**src/rtl/alu_mul_seq.sv**
```systemverilog
// Multi-cycle shift-and-add multiply sequencer that borrows the shared 8-bit ALU from the core.
// Optional build macro ALU_MUL_EARLY_EXIT_EN: stop shifting once no multiplier bits remain.
module alu_mul_seq #(
    parameter int                     BIT_COUNT      = 8,
    parameter logic [BIT_COUNT-1:0]   SHL1_AMT       = 8'h01,
    parameter int                     ALU_MODE_COUNT = 8,
    parameter int                     ALU_MODE_ADD   = 0,
    parameter int                     ALU_MODE_SHIFT = 5
) (
    input  logic                      clk,
    input  logic                      rst,
    input  logic [BIT_COUNT-1:0]      core_a,
    input  logic [BIT_COUNT-1:0]      core_b,
    input  logic [ALU_MODE_COUNT-1:0] core_mode,
    input  logic                      start,
    input  logic [BIT_COUNT-1:0]      op_a,
    input  logic [BIT_COUNT-1:0]      op_b,
    input  logic [BIT_COUNT-1:0]      alu_c,
    output logic [BIT_COUNT-1:0]      alu_a,
    output logic [BIT_COUNT-1:0]      alu_b,
    output logic [ALU_MODE_COUNT-1:0] alu_mode,
    output logic                      busy,
    output logic                      done,
    output logic [BIT_COUNT-1:0]      result
);

    typedef enum logic [1:0] {
        ST_IDLE,
        ST_ADD,
        ST_SHL,
        ST_DONE
    } state_t;

    state_t               state_q;
    logic [BIT_COUNT-1:0] mcand_q;
    logic [BIT_COUNT-1:0] mplier_q;
    logic [BIT_COUNT-1:0] prod_q;
    logic [BIT_COUNT-1:0] result_q;
    logic [3:0]           cnt_q;
    logic                 busy_q;
    logic                 done_q;

    logic [BIT_COUNT-1:0] mplier_d;
    logic [3:0]           cnt_d;
    logic                 accept;
    logic                 shl_last;
    logic                 zero_start;

    assign mplier_d = mplier_q >> 1;
    assign cnt_d    = cnt_q + 4'd1;
    assign accept   = start && ((state_q == ST_IDLE) || (state_q == ST_DONE));

`ifdef ALU_MUL_EARLY_EXIT_EN
    assign shl_last   = (cnt_q == 4'd7) || (mplier_d == '0);
    assign zero_start = (op_b == '0);
`else
    assign shl_last   = (cnt_q == 4'd7);
    assign zero_start = 1'b0;
`endif

    always_ff @(posedge clk) begin
        if (rst) begin
            state_q  <= ST_IDLE;
            mcand_q  <= '0;
            mplier_q <= '0;
            prod_q   <= '0;
            result_q <= '0;
            cnt_q    <= '0;
            busy_q   <= 1'b0;
            done_q   <= 1'b0;
        end else begin
            case (state_q)
                ST_IDLE, ST_DONE: begin
                    busy_q <= 1'b0;
                    done_q <= 1'b0;
                    if (accept) begin
                        mcand_q  <= op_a;
                        mplier_q <= op_b;
                        prod_q   <= '0;
                        cnt_q    <= '0;
                        if (zero_start) begin
                            state_q  <= ST_DONE;
                            done_q   <= 1'b1;
                            result_q <= '0;
                        end else begin
                            state_q <= op_b[0] ? ST_ADD : ST_SHL;
                            busy_q  <= 1'b1;
                        end
                    end else begin
                        state_q <= ST_IDLE;
                    end
                end
                ST_ADD: begin
                    prod_q  <= alu_c;
                    state_q <= ST_SHL;
                    busy_q  <= 1'b1;
                end
                ST_SHL: begin
                    mcand_q  <= alu_c;
                    mplier_q <= mplier_d;
                    cnt_q    <= cnt_d;
                    if (shl_last) begin
                        // SHL never touches prod, so prod_q already holds the final product
                        state_q  <= ST_DONE;
                        busy_q   <= 1'b0;
                        done_q   <= 1'b1;
                        result_q <= prod_q;
                    end else begin
                        state_q <= mplier_q[1] ? ST_ADD : ST_SHL;
                        busy_q  <= 1'b1;
                    end
                end
                default: begin
                    state_q <= ST_IDLE;
                    busy_q  <= 1'b0;
                    done_q  <= 1'b0;
                end
            endcase
        end
    end

    always_comb begin
        alu_a    = core_a;
        alu_b    = core_b;
        alu_mode = core_mode;
        case (state_q)
            ST_ADD: begin
                alu_a                  = prod_q;
                alu_b                  = mcand_q;
                alu_mode               = '0;
                alu_mode[ALU_MODE_ADD] = 1'b1;
            end
            ST_SHL: begin
                alu_a                    = mcand_q;
                alu_b                    = SHL1_AMT;
                alu_mode                 = '0;
                alu_mode[ALU_MODE_SHIFT] = 1'b1;
            end
            default: ;
        endcase
    end

    assign busy   = busy_q;
    assign done   = done_q;
    assign result = result_q;

endmodule

```
**config.mk**
```make
export PLATFORM = sky130hd
export DESIGN_NAME = alu_mul_seq
export DESIGN_NICKNAME = d
export VERILOG_FILES = /design/src/rtl/alu_mul_seq.sv
export SDC_FILE = /design/constraint.sdc
export NUM_CORES = 1
export LEC_CHECK = 0
export CAP_MARGIN = 20
export CELL_PAD_IN_SITES_DETAIL_PLACEMENT = 1
export CELL_PAD_IN_SITES_GLOBAL_PLACEMENT = 2
export CORE_AREA = 8 8 104 106
export DETAILED_ROUTE_END_ITERATION = 16
export DIE_AREA = 0 0 112 114
export MAX_ROUTING_LAYER = met4
export PLACE_DENSITY = 0.89
export SLEW_MARGIN = 20
export SYNTH_ARGS = -nofsm -noshare
export SYNTH_HDL_FRONTEND = slang
export SYNTH_SLANG_ARGS = --single-unit
export TNS_END_PERCENT = 100
```
**constraint.sdc**
```tcl
create_clock -name clk -period 1.7 [get_ports clk]
set_input_delay 0.17 -clock clk [delete_from_list [all_inputs] [get_ports clk]]
set_output_delay 0.17 -clock clk [all_outputs]
set_load 0.02 [all_outputs]
```
==> impl_metrics.ini <==
[run_status]
status = finished clean

[grt]
grt_max_degree = 23
grt_pass1_vias = 2396
grtUsageTotal_pct = 12.46
grt_pass1_wl_mm = 12.63
antenna_found_initial = 0
grt-ovfl-total = 0

[cells_and_area]
multi_input_area_mm2 = 0.001364
num-fill-cells = 1037
drive_above_1_share_pct = 33.52
fin_area_mm2 = 0.003512
fin_util_pct = 38.56
fin_nets = 405
area_growth_syn_to_layout_pct = 62.82
n_antenna_cell = 0
ff_latch_area_um2 = 783.3

[critical_path]
worst-path-stages = 6
endpoint_kind = primary output
critPathTopFamily = buffers and inverters
critPathRequiredTime_ns = 1.53
worstSetupStartpointType = flip-flop
crit_type = flip-flop to primary output
worst_path_max_delay_cell = dfxtp_2
critPathArrivalTime_ns = 1.51
cp_max_fo = 5
cp_cell_sequence = inv_2 -> ha_4 -> buf_12 -> clkbuf_16 -> o21ai_1 -> buf_4
cp_num_buf_inv = 4
r2r_cells = 6
crit_path_max_incr_delay_ns = 0.34

[sta]
slew_viol_final = 0
worst_pin_slew_ns = 0.4485
fmax_ghz = 0.5957
finalHoldViolations = 0
slew_headroom_pct = 70.10
post-route-period-util_pct = 98.74
layout_min_cycle_time_ns = 1.679
setup_violations = 0
rsz0062_at_grt = yes
layout_setup_ws_ns = 0.02140
finClkSkew_ns = 0.006571

[yosys]
synth_area_mm2 = 0.002157
synth_area_leaders = dfxtp_1 (36%), nand2_1 (9.2%), a211oi_2 (8.1%)
synthAdderAreaFrac_pct = 1.740
yosys_warnings = 0
seq_area_frac_synth_pct = 36.19
avgSynthCellArea_um2 = 8.492
synth_xor_area_share_pct = 0
syn_inst = 254
synthSimpleGateAreaFrac_pct = 22.45
synth.most_common_cell = nand2_1
synth_cell_types = 36
yosys-top-cells-count = nand2_1 (53), dfxtp_1 (39), a21oi_1 (25)
synth_compound_area_share_pct = 23.32
synth_top_family_by_area = compound AO/OA/AOI/OAI gates
yosysTopAreaCell = dfxtp_1
synth_nets = 308
synth_edf_count = 0
ys_async_sr_fraction_pct = 0
ys.flop_type = dfxtp_1
synth_seq_cells = 39
netlist.area_leader.share_pct = 36.19
muxShareOfSynthArea_pct = 9.223

[floorplan]
die_x_um = 112
start_util_pct = 23.68
core_mm2 = 0.009109
die-area_mm2 = 0.01277
num_io_pins = 85
num_rows = 35
fp.dieH_um = 114

[route]
ant_nets = 0
route.detailed.drc = 0
viasPerCell = 4.719
vias = 2185
drtIter0Drc = 115
drt-pass1-iter-count = 5
finalWirelength_mm = 8.015
wire_per_inst_um = 17.31

[clock_tree]
cts_sinks = 39
ctsHoldBuffers = 0
root_buffer = clkbuf_8
path_clk_slew_ns = 0.08
htree_levels = 2
cts_buffer_depth = 2
clkLatencyLatePin_ns = 0.30
cts_buffers = 5
cts_tree = done

[power_and_ir_drop]
p_per_area_mw_per_mm2 = 728.5
p_leak_nw = 1.274
vdd.ir_drop.worst_uv = 278.4

[placed_design]
placed_cell_area_mm2 = 0.003181
io_buffers = 84
dp_worst_setup_slack_ns = -0.2329
gp_congestion = 0.7886
hpwl_mm = 5.693

[run]
maxCapViolations = 0

[worst_hold_path]
hp-class = input pin to flip-flop
holdPathStages = 2
## final timing paths
check        startpoint         end  slack [ns]
max          state_q[0]    alu_a[6]        0.02
min                 rst   result[6]        0.31
max reg2reg  state_q[0]  mcand_q[0]        0.02
min reg2reg   result[5]   result[5]        0.47
## layout make-up
cell class / instances / area share [%]
Tap cell: 111 / 3.954
Clock buffer: 7 / 2.743
Timing Repair Buffer: 109 / 31.42
Sequential cell: 39 / 22.30
Inverter: 5 / 0.5344
Clock inverter: 1 / 0.2138
Multi-Input combinational cell: 191 / 38.83
## stage by stage
stage | hold slack, ns | setup TNS [ns] | instances | power (mW)
final | 0.3131 | 0 | 463 | 2.559
after global routing | 0.3300 | -0.3974 | 463 | 2.680
after global placement | 0.4462 | -2.999 | 445 | 1.727
after detailed placement | 0.4536 | -4.216 | 445 | 1.748
after CTS | 0.3073 | 0 | 461 | 2.512
after floorplan | 0.3304 | -0.1193 | 254 | 1.408
## repair_timing
| item | in CTS | in global routing |
|---|---|---|
| gates cloned | 2 | 2 |
| endpoints found under the setup margin | 47 | 58 |
| resized for setup | 134 | 51 |
| setup buffers | 6 | 1 |
| pin swaps | 4 | 6 |
## routing by layer
| layer | vias up | wire, um | global-route usage (%) |
|---|---|---|---|
| met4 | 0 | 70 | 2.968 |
| met2 | 65 | 3734 | 19.87 |
| met1 | 1028 | 3589 | 14.77 |
| li1 | 1087 | - | - |
| met3 | 5 | 622 | 4.437 |
| met5 | - | 0 | - |
## power breakdown
part / switching (mW) / total [mW] / internal (mW)
Clock: 0.341 / 0.711 / 0.369
Sequential: 0.0432 / 1.00 / 0.960
Combinational: 0.411 / 0.845 / 0.434
## state kept, by name, indices dropped and copies added (netlist names)
signal	count
state_q	2
mcand_q	8
prod_q	8
cnt_q	4
mplier_q	7
busy	1
result	8
done	1
## worst reg2reg max path: stages (launching register included)
cell and delay (ns):
dfxtp_2 0.34, inv_2 0.04, ha_4 0.30, buf_4 0.18, mux2_4 0.36, buf_12 0.17, a211oi_2 0.21
## kinds of logic (layout without fill, tap and decap cells)
family,Yosys count,count (layout)
AND/OR/NAND/NOR,98,98
multiplexers,18,19
AO/OA/AOI/OAI,71,71
adder cells (fa/ha/maj),3,3
flip-flops,39,39
buffers and inverters,25,122
## cells in the final DEF (no fill, tap or decap), drive strengths merged, types with 3 or more instances in the layout
cell	netlist	layout
clkdlybuf4s50	0	59
nand2	53	53
buf	14	49
dfxtp	39	39
a21oi	25	25
o21ai	19	19
mux2i	16	17
a211oi	14	14
nor2	14	14
nand3	10	10
clkbuf	6	8
a22oi	8	8
and2	6	6
inv	5	5
nand2b	4	4
nor2b	3	3
ha	3	3
No activity file was read; power rests on OpenSTA's default activity.
